[src/rtl/if_fetch_redirect_pkg.sv]
// Shared definitions for the IF-stage fetch/redirect slice: the fetch FSM
// state encoding, the reset PC and the instruction word used for faults.
package if_fetch_redirect_pkg;

  typedef enum logic [1:0] {
    REQ    = 2'd0,
    WAIT   = 2'd1,
    CANCEL = 2'd2,
    HOLD   = 2'd3
  } fetch_state_t;

  localparam logic [31:0] RESET_PC = 32'hBFC0_0000;
  localparam logic [31:0] NOP_INST = 32'h0000_0000;

endpackage

[src/rtl/if_fetch_redirect_if.sv]
// SRAM-like instruction port: one request/address phase and one data phase.
// The fetch unit is the master, the instruction memory is the slave.
interface if_fetch_redirect_if;

  logic        inst_req;
  logic [31:0] inst_addr;
  logic        inst_addr_ok;
  logic        inst_data_ok;
  logic [31:0] inst_rdata;

  modport master (
    output inst_req,
    output inst_addr,
    input  inst_addr_ok,
    input  inst_data_ok,
    input  inst_rdata
  );

  modport slave (
    input  inst_req,
    input  inst_addr,
    output inst_addr_ok,
    output inst_data_ok,
    output inst_rdata
  );

endinterface

[src/rtl/if_fetch_redirect_redirect_buf.sv]
// Holds pending flush and branch redirects and picks the next fetch PC.
// Priority: live flush, pending flush, pending branch, sequential pc+4.
module if_redirect_buf
  import if_fetch_redirect_pkg::*;
(
  input  logic        clk,
  input  logic        resetn,
  input  logic        flush,
  input  logic [31:0] flush_pc,
  input  logic        br_taken,
  input  logic [31:0] br_target,
  input  logic [31:0] pc,
  input  logic        take,
  output logic [31:0] next_pc,
  output logic        redir_v
);

  logic [31:0] redir_pc;
  logic        br_pend;
  logic [31:0] br_pc;

  // Priority mux selecting the PC used on the next transition into REQ.
  always_comb begin
    next_pc = pc + 32'd4;
    if (flush) begin
      next_pc = flush_pc;
    end else if (redir_v) begin
      next_pc = redir_pc;
    end else if (br_pend) begin
      next_pc = br_pc;
    end
  end

  // Record/consume redirects; a newer flush overwrites and kills any branch.
  always_ff @(posedge clk) begin
    if (!resetn) begin
      redir_v  <= 1'b0;
      redir_pc <= 32'd0;
      br_pend  <= 1'b0;
      br_pc    <= 32'd0;
    end else begin
      if (take) begin
        if (flush || redir_v) begin
          redir_v <= 1'b0;
          br_pend <= 1'b0;
        end else if (br_pend) begin
          br_pend <= 1'b0;
        end
      end else if (flush) begin
        redir_v  <= 1'b1;
        redir_pc <= flush_pc;
        br_pend  <= 1'b0;
      end
      if (br_taken && !flush) begin
        br_pend <= 1'b1;
        br_pc   <= br_target;
      end
    end
  end

endmodule

[src/rtl/if_fetch_redirect.sv]
// IF-stage PC generator and fetch controller. Keeps at most one fetch in
// flight, throws away fetches made stale by a flush, and tags misaligned
// PCs with AdEL instead of fetching them.
module if_fetch_redirect #(
  parameter logic [31:0] RESET_PC = if_fetch_redirect_pkg::RESET_PC,
  parameter logic [31:0] NOP_INST = if_fetch_redirect_pkg::NOP_INST
) (
  input  logic                       clk,
  input  logic                       resetn,
  input  logic                       flush,
  input  logic [31:0]                flush_pc,
  input  logic                       br_taken,
  input  logic [31:0]                br_target,
  input  logic                       id_allow_in,
  if_fetch_redirect_if.master        inst,
  output logic                       if_valid,
  output logic [31:0]                if_pc,
  output logic [31:0]                if_inst,
  output logic                       if_adel,
  output logic [31:0]                if_badaddr
);

  import if_fetch_redirect_pkg::*;

  fetch_state_t state;
  fetch_state_t state_n;
  logic [31:0]  pc;
  logic [31:0]  next_pc;
  logic         redir_v;
  logic         take;
  logic         capture;
  logic         adel_set;
  logic         misaligned;

  assign misaligned     = |pc[1:0];
  assign inst.inst_req  = (state == REQ) && !misaligned;
  assign inst.inst_addr = pc;
  assign if_pc          = pc;

  if_redirect_buf u_redirect_buf (
    .clk       (clk),
    .resetn    (resetn),
    .flush     (flush),
    .flush_pc  (flush_pc),
    .br_taken  (br_taken),
    .br_target (br_target),
    .pc        (pc),
    .take      (take),
    .next_pc   (next_pc),
    .redir_v   (redir_v)
  );

  // Fetch FSM next-state: 'take' marks every transition that loads a new PC.
  always_comb begin
    state_n  = state;
    take     = 1'b0;
    capture  = 1'b0;
    adel_set = 1'b0;
    case (state)
      REQ: begin
        if (misaligned) begin
          if (flush || redir_v) begin
            take = 1'b1;
          end else begin
            adel_set = 1'b1;
            state_n  = HOLD;
          end
        end else if (inst.inst_addr_ok) begin
          state_n = (flush || redir_v) ? CANCEL : WAIT;
        end
      end
      WAIT: begin
        if (inst.inst_data_ok) begin
          if (flush) begin
            take    = 1'b1;
            state_n = REQ;
          end else begin
            capture = 1'b1;
            state_n = HOLD;
          end
        end else if (flush) begin
          state_n = CANCEL;
        end
      end
      CANCEL: begin
        if (inst.inst_data_ok) begin
          take    = 1'b1;
          state_n = REQ;
        end
      end
      HOLD: begin
        if (flush || id_allow_in) begin
          take    = 1'b1;
          state_n = REQ;
        end
      end
      default: state_n = REQ;
    endcase
  end

  // State, PC and the registered instruction presented to ID.
  always_ff @(posedge clk) begin
    if (!resetn) begin
      state      <= REQ;
      pc         <= RESET_PC;
      if_valid   <= 1'b0;
      if_inst    <= 32'd0;
      if_adel    <= 1'b0;
      if_badaddr <= 32'd0;
    end else begin
      state    <= state_n;
      if_valid <= (state_n == HOLD);
      if (take) begin
        pc <= next_pc;
      end
      if (capture) begin
        if_inst    <= inst.inst_rdata;
        if_adel    <= 1'b0;
        if_badaddr <= 32'd0;
      end else if (adel_set) begin
        if_inst    <= NOP_INST;
        if_adel    <= 1'b1;
        if_badaddr <= pc;
      end
    end
  end

endmodule

[src/flat_wrapper.sv]
// flat-port wrapper written by rule: the top's interface ports become plain ports
module if_fetch_redirect_flat import if_fetch_redirect_pkg::*;
#(
  parameter logic [31:0] RESET_PC = if_fetch_redirect_pkg::RESET_PC,
  parameter logic [31:0] NOP_INST = if_fetch_redirect_pkg::NOP_INST
)
  (clk, resetn, flush, flush_pc, br_taken, br_target, id_allow_in, if_valid, if_pc, if_inst, if_adel, if_badaddr, inst_inst_req, inst_inst_addr, inst_inst_addr_ok, inst_inst_data_ok, inst_inst_rdata);
  if_fetch_redirect_if inst_i ();
  input  logic clk;
  input  logic resetn;
  input  logic flush;
  input  logic [31:0] flush_pc;
  input  logic br_taken;
  input  logic [31:0] br_target;
  input  logic id_allow_in;
  output logic if_valid;
  output logic [31:0] if_pc;
  output logic [31:0] if_inst;
  output logic if_adel;
  output logic [31:0] if_badaddr;
  output wire logic [$bits(inst_i.inst_req)-1:0] inst_inst_req;
  output wire logic [$bits(inst_i.inst_addr)-1:0] inst_inst_addr;
  input wire logic [$bits(inst_i.inst_addr_ok)-1:0] inst_inst_addr_ok;
  input wire logic [$bits(inst_i.inst_data_ok)-1:0] inst_inst_data_ok;
  input wire logic [$bits(inst_i.inst_rdata)-1:0] inst_inst_rdata;
  assign inst_inst_req = inst_i.inst_req;
  assign inst_inst_addr = inst_i.inst_addr;
  assign inst_i.inst_addr_ok = inst_inst_addr_ok;
  assign inst_i.inst_data_ok = inst_inst_data_ok;
  assign inst_i.inst_rdata = inst_inst_rdata;
  if_fetch_redirect #(.RESET_PC(RESET_PC), .NOP_INST(NOP_INST)) u_core (.clk(clk), .resetn(resetn), .flush(flush), .flush_pc(flush_pc), .br_taken(br_taken), .br_target(br_target), .id_allow_in(id_allow_in), .inst(inst_i), .if_valid(if_valid), .if_pc(if_pc), .if_inst(if_inst), .if_adel(if_adel), .if_badaddr(if_badaddr));
endmodule
[config.mk]
export PLATFORM = sky130hd
export DESIGN_NAME = if_fetch_redirect_flat
export DESIGN_NICKNAME = d
export VERILOG_FILES = /design/src/rtl/if_fetch_redirect_pkg.sv /design/src/rtl/if_fetch_redirect_if.sv /design/src/rtl/if_fetch_redirect_redirect_buf.sv /design/src/rtl/if_fetch_redirect.sv /design/src/flat_wrapper.sv
export SDC_FILE = /design/constraint.sdc
export NUM_CORES = 1
export LEC_CHECK = 0
export BUFFER_PORTS_ARGS = -buffer_cell sky130_fd_sc_hd__buf_2
export CORE_MARGIN = 3
export CORE_UTILIZATION = 40
export DETAILED_ROUTE_END_ITERATION = 12
export GPL_ROUTABILITY_DRIVEN = 1
export MAX_ROUTING_LAYER = met4
export SETUP_SLACK_MARGIN = 0.02
export SYNTH_ARGS = -nofsm -noshare
export SYNTH_HDL_FRONTEND = slang
export SYNTH_HIERARCHICAL = 1
export SYNTH_SLANG_ARGS = --single-unit
[constraint.sdc]
create_clock -name clk -period 4.3 [get_ports clk]
set_input_delay 0.215 -clock clk [delete_from_list [all_inputs] [get_ports clk]]
set_output_delay 0.215 -clock clk [all_outputs]
set_load 0.02 [all_outputs]
### Yosys cells after proc, flatten, opt, wreduce, memory -nomap -nowiden

Cells that the tools add are included.

| word-level totals | value |
|---|---|
| word-level logic and storage cells | 66 |
| output and inout port bits | 131 |
| bits in registers | 166 |
| input port bits | 103 |

| cells by class | value |
|---|---|
| $add $sub $neg | 1 |
| bitwise operators | 2 |
| equal/unequal tests | 5 |
| reductions and logical operators | 14 |
| muxes and demuxes | 34 |

Operators with widths:

| kind | number |
|---|---|
| $mux W32 | 5 |
| $add A32 B3 Y32 const B | 1 |
| $mux W1 | 18 |
| $mux W2 | 9 |
| $pmux W2 S4 | 1 |
| $eq A2 B2 Y1 const B | 3 |
| $pmux W1 S4 | 1 |
| $reduce_and A2 Y1 | 2 |
| $reduce_bool A2 Y1 | 2 |
| $reduce_or A2 Y1 | 2 |
| $reduce_bool A3 Y1 | 1 |
| $eq A2 B1 Y1 const B | 1 |
| $logic_and A1 B1 Y1 | 2 |
| $logic_not A1 Y1 | 2 |
| $logic_not A2 Y1 | 1 |
| $logic_or A1 B1 Y1 | 2 |
| $ne A2 B2 Y1 const B | 1 |
| $not A1 Y1 | 2 |

### Logic depth before layout (Yosys ltp)

Gate-level depths: netlist of run 1.

| logic depth | value |
|---|---|
| depth after elaboration | 6 |
| depth in mapped cells | 11 |

### By module

Netlist of run 1, hierarchy kept.

Modules (own cells, without submodules):

| module | cells an instance | instances | area each (um^2) |
|---|---|---|---|
| if_fetch_redirect | 485 | 1 | 4211.5 |
| if_redirect_buf | 531 | 1 | 3880.0 |

### Worst setup path after synthesis of run 1

Ideal clock, no wire load.

| timing path | value |
|---|---|
| kind | reg-to-reg |
| start | reg u_core.pc[2], in the netlist u_core/if_pc[2] |
| end | reg u_core.pc[30], in the netlist u_core/if_pc[30] |
| required time | 4.228 ns |
| data arrival time | 2.236 ns |
| path buffers | 1 |
| path slack | 1.992 ns |
| stages on the path, launching flop included | 10 |
| cells stage by stage | dfxtp_1 -> ha_1 -> nand4_1 -> or3_1 -> buf_6 -> or3b_1 -> xor2_1 -> o221ai_2 -> nand2_1 -> mux2i_1 |

| between the ends | value |
|---|---|
| cells in the longest elaborated chain, start to end | 4 |

RTL lines:

| what | RTL line | RTL |
|---|---|---|
| from (decl) | if_fetch_redirect.sv:27 | `logic [31:0] pc;` |
| from (signal assigned) | if_fetch_redirect.sv:114 | `pc <= next_pc;` |
| $add A32 B3 Y32 | if_fetch_redirect_redirect_buf.sv:24 | `next_pc = pc + 32'd4;` |
| $mux W32 | if_fetch_redirect_redirect_buf.sv:29 | `end else if (br_pend) begin` |
| $mux W32 | if_fetch_redirect_redirect_buf.sv:27 | `end else if (redir_v) begin` |
| $mux W32 | if_fetch_redirect_redirect_buf.sv:25 | `if (flush) begin` |
| net u_core.next_pc[30] | if_fetch_redirect.sv:28 | `logic [31:0] next_pc;` |

The timed path passes the listed nets, and every way through them passes these cells.
A chain may end at the register's enable or synchronous reset.

### Worst setup path in the final report of run 1

| timing path | value |
|---|---|
| start | reg u_core.pc[2], in the netlist u_core/if_pc[2] |
| end | reg u_core.pc[28], in the netlist u_core/if_pc[28] |

The elaborated chain is that of the path after synthesis.

==> metrics.md, run 1 <==
| Metric | Value |
|---|---|
| Setup TNS | 0 ns |
| Number of diodes | 0 |
| Highest clock rate | 0.373 GHz |
| Final hold violations | 0 |
| CP peak stage delay | 0.61 ns |
| Initial DRC count | 652 |
| RSZ-0062 raised after global routing | no |
| CTS tree | done |
| Clock Tree Root | clkbuf_16 |
| DIE AREA | 22000 um^2 |
| Cell Chain, Critical Path | ha_1 > nand4_1 > or3_1 > nor4_2 > xnor2_1 > o221ai_1 > nor2b_1 > mux2i_1 |
| Most used routing layer | met1 |
| Worst-path maximum fanout | 9 |
| GP Congestion | 0.786 |
| Initial Utilization | 41.2% |
| Vias in the first global route | 6722 |
| Met3 Use GR | 3.81% |
| CP delay by family, top | simple AND/OR/NAND/NOR gates |
| Routed Antenna Nets | 0 |
| Setup Fix Bufs, Post-CTS | 0 |
| TritonCTS Sinks | 166 |
| Syn. warnings | 6 |
| Vias | 7336 |
| Row count | 51 |
| Crit Path Category | flop to flop |
| Critical Path End Type | flop |
| HP Class | primary input to flop |
| Slew headroom | 21.1% |
| FFs w/ async S/R, synth | 0% |
| Synth unique cells | 57 |
| GR Util met2 | 29.7% |
| Period utilisation layout | 62.4% |
| Dpl cell area | 9080 um^2 |
| Count of final setup violators | 0 |
| Max cap viols | 0 |
| Max Transition Viols Final | 0 |
| Main synth FF type | dfxtp_1 |
| DR DRC count | 0 |
| Syn avg cell area | 7.96 um^2 |
| Area share of the largest cell type after synthesis | 41.1% |
| Switching power | 1.15 mW |
| Met1 Use GR | 32.0% |
| H-tree Lvls | 4 |
| Die width | 148 um |
| Post-synth EDFFs | 0 |
| Sequential cell area fraction in the yosys report | 41.1% |
| Share of layout cells above drive strength 1 | 24.9% |
| Pwr dens | 399 nW/um^2 |
| Hpwl dp | 16800 um |
| Total congestion overflow | 0 |
| CP Launch Type | flop |
| Detailed-router iteration count before antenna repair | 5 |
| Total CTS buffers | 17 |
| Pin count of the biggest net entering global routing | 76 |
| Switch share | 29.7% |
| Buf+Inv Stages, Crit Path | 0 |
| First-pass GRT wire length | 37000 um |
| Non-Filler Instances | 1449 |
| Pleak | 4.07 nW |
| P&R area growth vs syn | 19.6% |
| CP required | 4.59 ns |
| Worst-Skew Late Latency | 0.42 ns |
| Area contributors post-synth | dfxtp_1 (41%), nand2_1 (15%), a21boi_0 (8.1%), mux2i_1 (4.8%), a21oi_1 (3.6%) |
| Hold_buf cts | 0 |
| Post-cts sizing count | 0 |
| Total Power | 3.86 mW |
| Data arrival, critical path | 2.97 ns |
| Fin nets | 1275 |
| Outcome | completed |
| Crit path time final | 2.68 ns |
| # IOs | 234 |
| Register share of total power | 44.4% |
| Yosys top cell by area | dfxtp_1 |
| Tightest Pin Transition | 1.18 ns |
| CTS Buffer Depth | 2 |
| Net Count, Synth | 1120 |
| Wire per inst | 16.5 um |
| Comb pwr share | 15.7% |
| Synthesized area | 8090 um^2 |
| Initial antenna violation count | 0 |
| DP Cell Count | 1417 |
| Clock slew at reported path FFs | 0.07 ns |
| Post-synthesis sequential element count | 166 |
| Cell area after layout | 9670 um^2 |
| Total wire length | 24000 um |
| Clock power frac | 40.0% |
| Via density | 5.06 |
| Syn Inst Count | 1016 |
| Crit-path slowest cell | or3_1 |
| Total GRT Usage | 21.5% |
| Internal power | 2.71 mW |
| Maximum vdd drop | 238 uV |
| Die Ht | 148 um |
| I/O Buffers | 233 |
| Tightest hold margin | 0.0319 ns |
| Clock skew | 0.00803 ns |
| Core footprint | 19700 um^2 |
==> metrics by stage <==
stage                     utilization [%]  setup WS [ns]
after floorplan                         -           1.99
after global placement               46.2           1.71
after detailed placement             46.2           1.66
after CTS                            49.2           1.63
after global routing                 49.2           1.42
final                                49.2           1.62
==> layer usage <==
layer / vias up / part of all wire (%)
li1: 3700 / -
met1: 3356 / 50
met2: 264 / 42
met3: 16 / 6.7
met4: 0 / 1.2
met5: - / 0
==> Yosys cell counts (8+ instances only) <==
library cell and count:
a21boi_0 87, a21boi_1 9, a21oi_1 59, a22oi_1 14, buf_4 32, clkbuf_1 59, dfxtp_1 166, inv_1 8
mux2i_1 39, nand2_1 314, nand3_1 38, nor2_1 28, nor2b_1 23, o21ai_0 15, o221ai_1 11, xnor2_1 18
xor2_1 11
==> flip-flops by register name, summed over array words and instances, names as in the netlist <==
signal,cells
u_core/u_redirect_buf/redir_v,1
u_core/if_inst,32
u_core/if_valid,1
u_core/if_badaddr,32
u_core/if_pc,32
u_core/u_redirect_buf/redir_pc,32
u_core/u_redirect_buf/br_pend,1
u_core/state,2
u_core/u_redirect_buf/br_pc,32
u_core/if_adel,1
==> worst register-to-register path: cells and delay by family (launching register included) <==
kind	cells	cell delay, ns
muxes	1	0.08
AOI/OAI and AO/OA	1	0.19
adders and majority gates	1	0.27
xor gates and xnor gates	1	0.19
DFF	1	0.50
and+or+nand+nor	4	1.32
==> power groups by stage <==
stage / registers (mW) / logic (mW) / clock network [mW]
CTS: 1.71 / 0.606 / 1.58
detailed placement: 1.75 / 0.602 / 0
global placement: 1.75 / 0.600 / 0
global route: 1.72 / 0.662 / 1.65
floorplan: 1.76 / 0.418 / 0
finish: 1.71 / 0.605 / 1.54
==> cells in the final DEF, fill, tap and decap left out, types with 3 or more instances in the layout <==
| cell | Yosys | routed |
|---|---|---|
| and3_1 | 4 | 4 |
| mux2i_1 | 39 | 39 |
| a21oi_1 | 59 | 59 |
| o21ai_0 | 15 | 15 |
| clkinv_4 | 0 | 3 |
| nor2b_1 | 23 | 21 |
| a21boi_1 | 9 | 9 |
| clkinvlp_4 | 0 | 4 |
| buf_4 | 32 | 11 |
| inv_6 | 0 | 3 |
| xor2_1 | 11 | 11 |
| nor3_1 | 6 | 6 |
| a22oi_1 | 14 | 14 |
| inv_1 | 8 | 8 |
| a221o_1 | 4 | 4 |
| clkbuf_16 | 0 | 17 |
| nand2_1 | 314 | 314 |
| xnor2_1 | 18 | 18 |
| nand3_1 | 38 | 38 |
| o22ai_1 | 7 | 7 |
| nand4_1 | 7 | 7 |
| nor2_1 | 28 | 28 |
| a21boi_0 | 87 | 87 |
| buf_2 | 6 | 232 |
| nor4_2 | 4 | 4 |
| dfxtp_1 | 166 | 166 |
| o221ai_1 | 11 | 11 |
==> path summary, 6_finish.rpt <==
check / depth (start not counted) / slack [ns] / startpoint / end
setup / recovery: 8 / 1.62 / u_core/if_pc[2] / u_core/if_pc[28]
hold / removal: 3 / 0.03 / inst_inst_rdata[9] / u_core/if_inst[9]
setup reg to reg: 8 / 1.62 / u_core/if_pc[2] / u_core/if_pc[28]
hold reg to reg: 2 / 0.45 / u_core/if_badaddr[10] / u_core/if_badaddr[10]
==> layout make-up <==
cell class                 count  area, um^2
timing repair buffer         243        1240
fill                        2013        9980
clock inverter                15         170
inverter                       9        33.8
sequential                   166        3320
clock buffer                  17         425
tap                          265         332
multi-input combinational    734        4150
==> cells by family (layout without fill, tap and decap cells) <==
kind of cell | Yosys count | count (layout) | share of synthesized area [%]
flops | 166 | 166 | 41.1
compound gates | 215 | 215 | 18.2
buf+inv | 116 | 284 | 7.84
fa+ha+maj | 1 | 1 | 0.155
simple gates | 447 | 447 | 24.2
mux | 42 | 42 | 5.43
xor+xnor | 29 | 29 | 3.14
(Power assumes the default switching activity.)
==> run 2: changes to the inputs <==
ABC_AREA = 1   (was unset)
PLACE_DENSITY = 0.67   (was unset)
clock period = 2.4 ns   (was 4.3 ns; I/O delays follow)
==> metrics.md, run 2 <==
| Metric | Value |
|---|---|
| Highest clock rate | 0.512 GHz |
| Area contributors post-synth | dfxtp_1 (41%), nand2_1 (12%), nor2_1 (11%), a21oi_1 (9.5%), nand3_1 (5.0%) |
| Crit Reg-Reg Endpoint | u_core/if_pc[26] |
| Data arrival, critical path | 2.23 ns |
| CTS tree | done |
| Slew headroom | 57.9% |
| Post-synthesis sequential element count | 166 |
| Vias in the first global route | 8214 |
| Via density | 5.14 |
| Core footprint | 19700 um^2 |
| Tightest Pin Transition | 0.631 ns |
| Switch share | 39.4% |
| Register share of total power | 36.9% |
| FFs w/ async S/R, synth | 0% |
| CP Launch Type | flop |
| Die Ht | 149 um |
| Critical Path End Type | flop |
| Share of layout cells above drive strength 1 | 20.7% |
| CP required | 2.68 ns |
| CP delay by family, top | simple AND/OR/NAND/NOR gates |
| Pleak | 4.90 nW |
| Post-synth top cells | nand2_1 (267), nor2_1 (241), dfxtp_1 (166), a21oi_1 (154), nand3_1 (81) |
| Setup Fix Bufs, Post-CTS | 0 |
| Crit Path Category | flop to flop |
| Max cap viols | 0 |
| Most frequent cells in the layout | nand2_1 (267), nor2_1 (241), buf_2 (233) |
| Switching power | 3.98 mW |
| Clock slew at reported path FFs | 0.07 ns |
| DP Cell Count | 1637 |
| CP peak stage delay | 0.44 ns |
| Max Transition Viols Final | 0 |
| Non-Filler Instances | 1759 |
| First-pass GRT wire length | 42700 um |
| Crit path time final | 1.95 ns |
| Top-count cell post-synth | nand2_1 |
| # IOs | 234 |
| Clock power frac | 29.8% |
| Outcome | completed |
| Sequential cell area fraction in the yosys report | 40.9% |
| DIE AREA | 22100 um^2 |
| Clock Tree Root | clkbuf_16 |
| Hpwl dp | 18300 um |
| Routed Antenna Nets | 0 |
| Detailed-router iteration count before antenna repair | 6 |
| Hold EP | u_core/u_redirect_buf/redir_pc[28] |
| Fin nets | 1585 |
| Final hold violations | 0 |
| Pwr dens | 942 nW/um^2 |
| Syn. warnings | 6 |
| Synthesized area | 8130 um^2 |
| RSZ-0062 raised after global routing | no |
| Crit-path slowest cell | dfxtp_1 |
| Yosys top cell by area | dfxtp_1 |
| Main synth FF type | dfxtp_1 |
| Setup TNS | 0 ns |
| CP dominant cell by count | nand2_1 |
| Worst Reg-to-Reg Cells | 12 |
| CTS Buffer Depth | 2 |
| Worst hold path startpoint | flush_pc[28] |
| Worst setup startpoint | u_core/if_pc[3] |
| Die width | 149 um |
| Clock skew | 0.00824 ns |
| HP Class | primary input to flop |
| I/O Buffers | 233 |
| Worst-Skew Late Latency | 0.43 ns |
| P&R area growth vs syn | 31.6% |
| Total GRT Usage | 24.5% |
| Total CTS buffers | 17 |
| Buf+Inv Stages, Crit Path | 0 |
| Post-synth EDFFs | 0 |
| Worst-path maximum fanout | 7 |
| TritonCTS Sinks | 166 |
| DR DRC count | 0 |
| Syn avg cell area | 6.65 um^2 |
| Pin count of the biggest net entering global routing | 64 |
| Synth unique cells | 34 |
| Total wire length | 26900 um |
| H-tree Lvls | 4 |
| Hold Crit Depth | 3 |
| Total congestion overflow | 0 |
| Number of fill cells in the layout | 1910 |
| Number of diodes | 0 |
| Row count | 51 |
| Initial DRC count | 886 |
| Wire per inst | 15.3 um |
| GP Congestion | 0.877 |
| Maximum vdd drop | 520 uV |
| R2r setup slk | 0.45 ns |
| Comb pwr share | 33.3% |
| Cell Chain, Critical Path | ha_1 > nand2_1 > nor2_2 > nand2_2 > nor2_4 > nand2_1 > xor2_1 > nand2_1 > nand2_1 > nand2_1 > nand2_1 > nand3_1 |
| Net Count, Synth | 1328 |
| Commonest non-fill, non-tap cell in the layout | nand2_1 |
| Internal power | 6.11 mW |
| Syn Inst Count | 1224 |
| Count of final setup violators | 0 |
| Period utilisation layout | 81.4% |
| Area share of the largest cell type after synthesis | 40.9% |
| Vias | 9049 |
| Initial antenna violation count | 0 |
| Reg-to-reg startpoint | u_core/if_pc[3] |
| Initial Utilization | 41.3% |
## run 2: cell count changes after synthesis, sizes merged, moves of 42 or more
cell	previous run	this run
inv	8	66
nand2	314	272
a21oi	60	154
a21boi	96	0
o21ai	17	78
nand3	39	84
nor2	28	252
## run 2: what timing repair did
action | CTS | global route
hold buffers | 90 | 0
hold endpoints to repair | 90 | 0
resized for setup | 0 | 0
## run 2: worst reg2reg max path, stage by stage, from the launching register on
cell and delay [ns]:
dfxtp_1 0.44, ha_1 0.26, nand2_1 0.08, nor2_2 0.17, nand2_2 0.14, nor2_4 0.16, nand2_1 0.08, xor2_1 0.15
nand2_1 0.08, nand2_1 0.06, nand2_1 0.04, nand2_1 0.07, nand3_1 0.08
## run 2: layer usage
metal  share of wire [%]  global-route usage (%)
met1                  45                    33.5
met3                 8.8                    5.51
met2                  44                    36.2
met5                   0                       -
met4                 1.9                    7.62
## run 2: per-stage QoR
step / area [um^2] / utilization [%] / worst slack (ns) / total power, mW / hold WS, ns
2_1_floorplan: 8130 / - / 0.578 / 6.07 / 0.255
3_3_place_gp: 9170 / 46.5 / 0.508 / 6.94 / 0.374
3_5_place_dp: 9170 / 46.5 / 0.452 / 6.96 / 0.376
4_1_cts: 10700 / 54.3 / 0.432 / 10.1 / 0.00680
5_1_grt: 10700 / 54.3 / 0.194 / 10.7 / 0.0362
6_report: 10700 / 54.3 / 0.447 / 10.1 / 0.0427
## run 2: final cells by class
type                    count  area, um^2  area share, %
multi-input cells         885        3940           36.8
flip-flops and latches    166        3320           31.1
repair buffers            342        2210           20.6
clock buffers              18         429           4.01
well taps                 265         332           3.10
inverters                  69         262           2.44
clock inverters            14         210           1.96
## run 2: worst max-delay path by stage
| stage | to | slack, ns | cells past startpoint |
|---|---|---|---|
| 6_report | u_core/if_pc[26] | 0.45 | 12 |
| 5_1_grt | u_core/if_pc[26] | 0.19 | 12 |
| 4_1_cts | u_core/if_pc[26] | 0.43 | 12 |
| 3_5_place_dp | u_core/if_pc[26] | 0.45 | 12 |
| 3_3_place_gp | u_core/if_pc[2] | 0.51 | 8 |
| 2_1_floorplan | u_core/if_pc[26] | 0.58 | 12 |
## run 2: kinds of logic after synthesis
family / count (synthesis) / share of synthesized area (%)
XOR/XNOR: 9 / 0.969
buffers and inverters: 173 / 10.7
AND/OR/NAND/NOR: 636 / 32.4
adder cells (fa/ha/maj): 1 / 0.154
flip-flops: 166 / 40.9
AO/OA/AOI/OAI: 239 / 14.9
## run 2: power by group through the flow
stage / sequential [mW] / combinational [mW] / clock, mW
5_1_grt: 3.78 / 3.72 / 3.17
3_5_place_dp: 3.77 / 3.19 / 0
3_3_place_gp: 3.76 / 3.18 / 0
6_report: 3.72 / 3.36 / 3.00
4_1_cts: 3.71 / 3.32 / 3.07
2_1_floorplan: 3.89 / 2.17 / 0
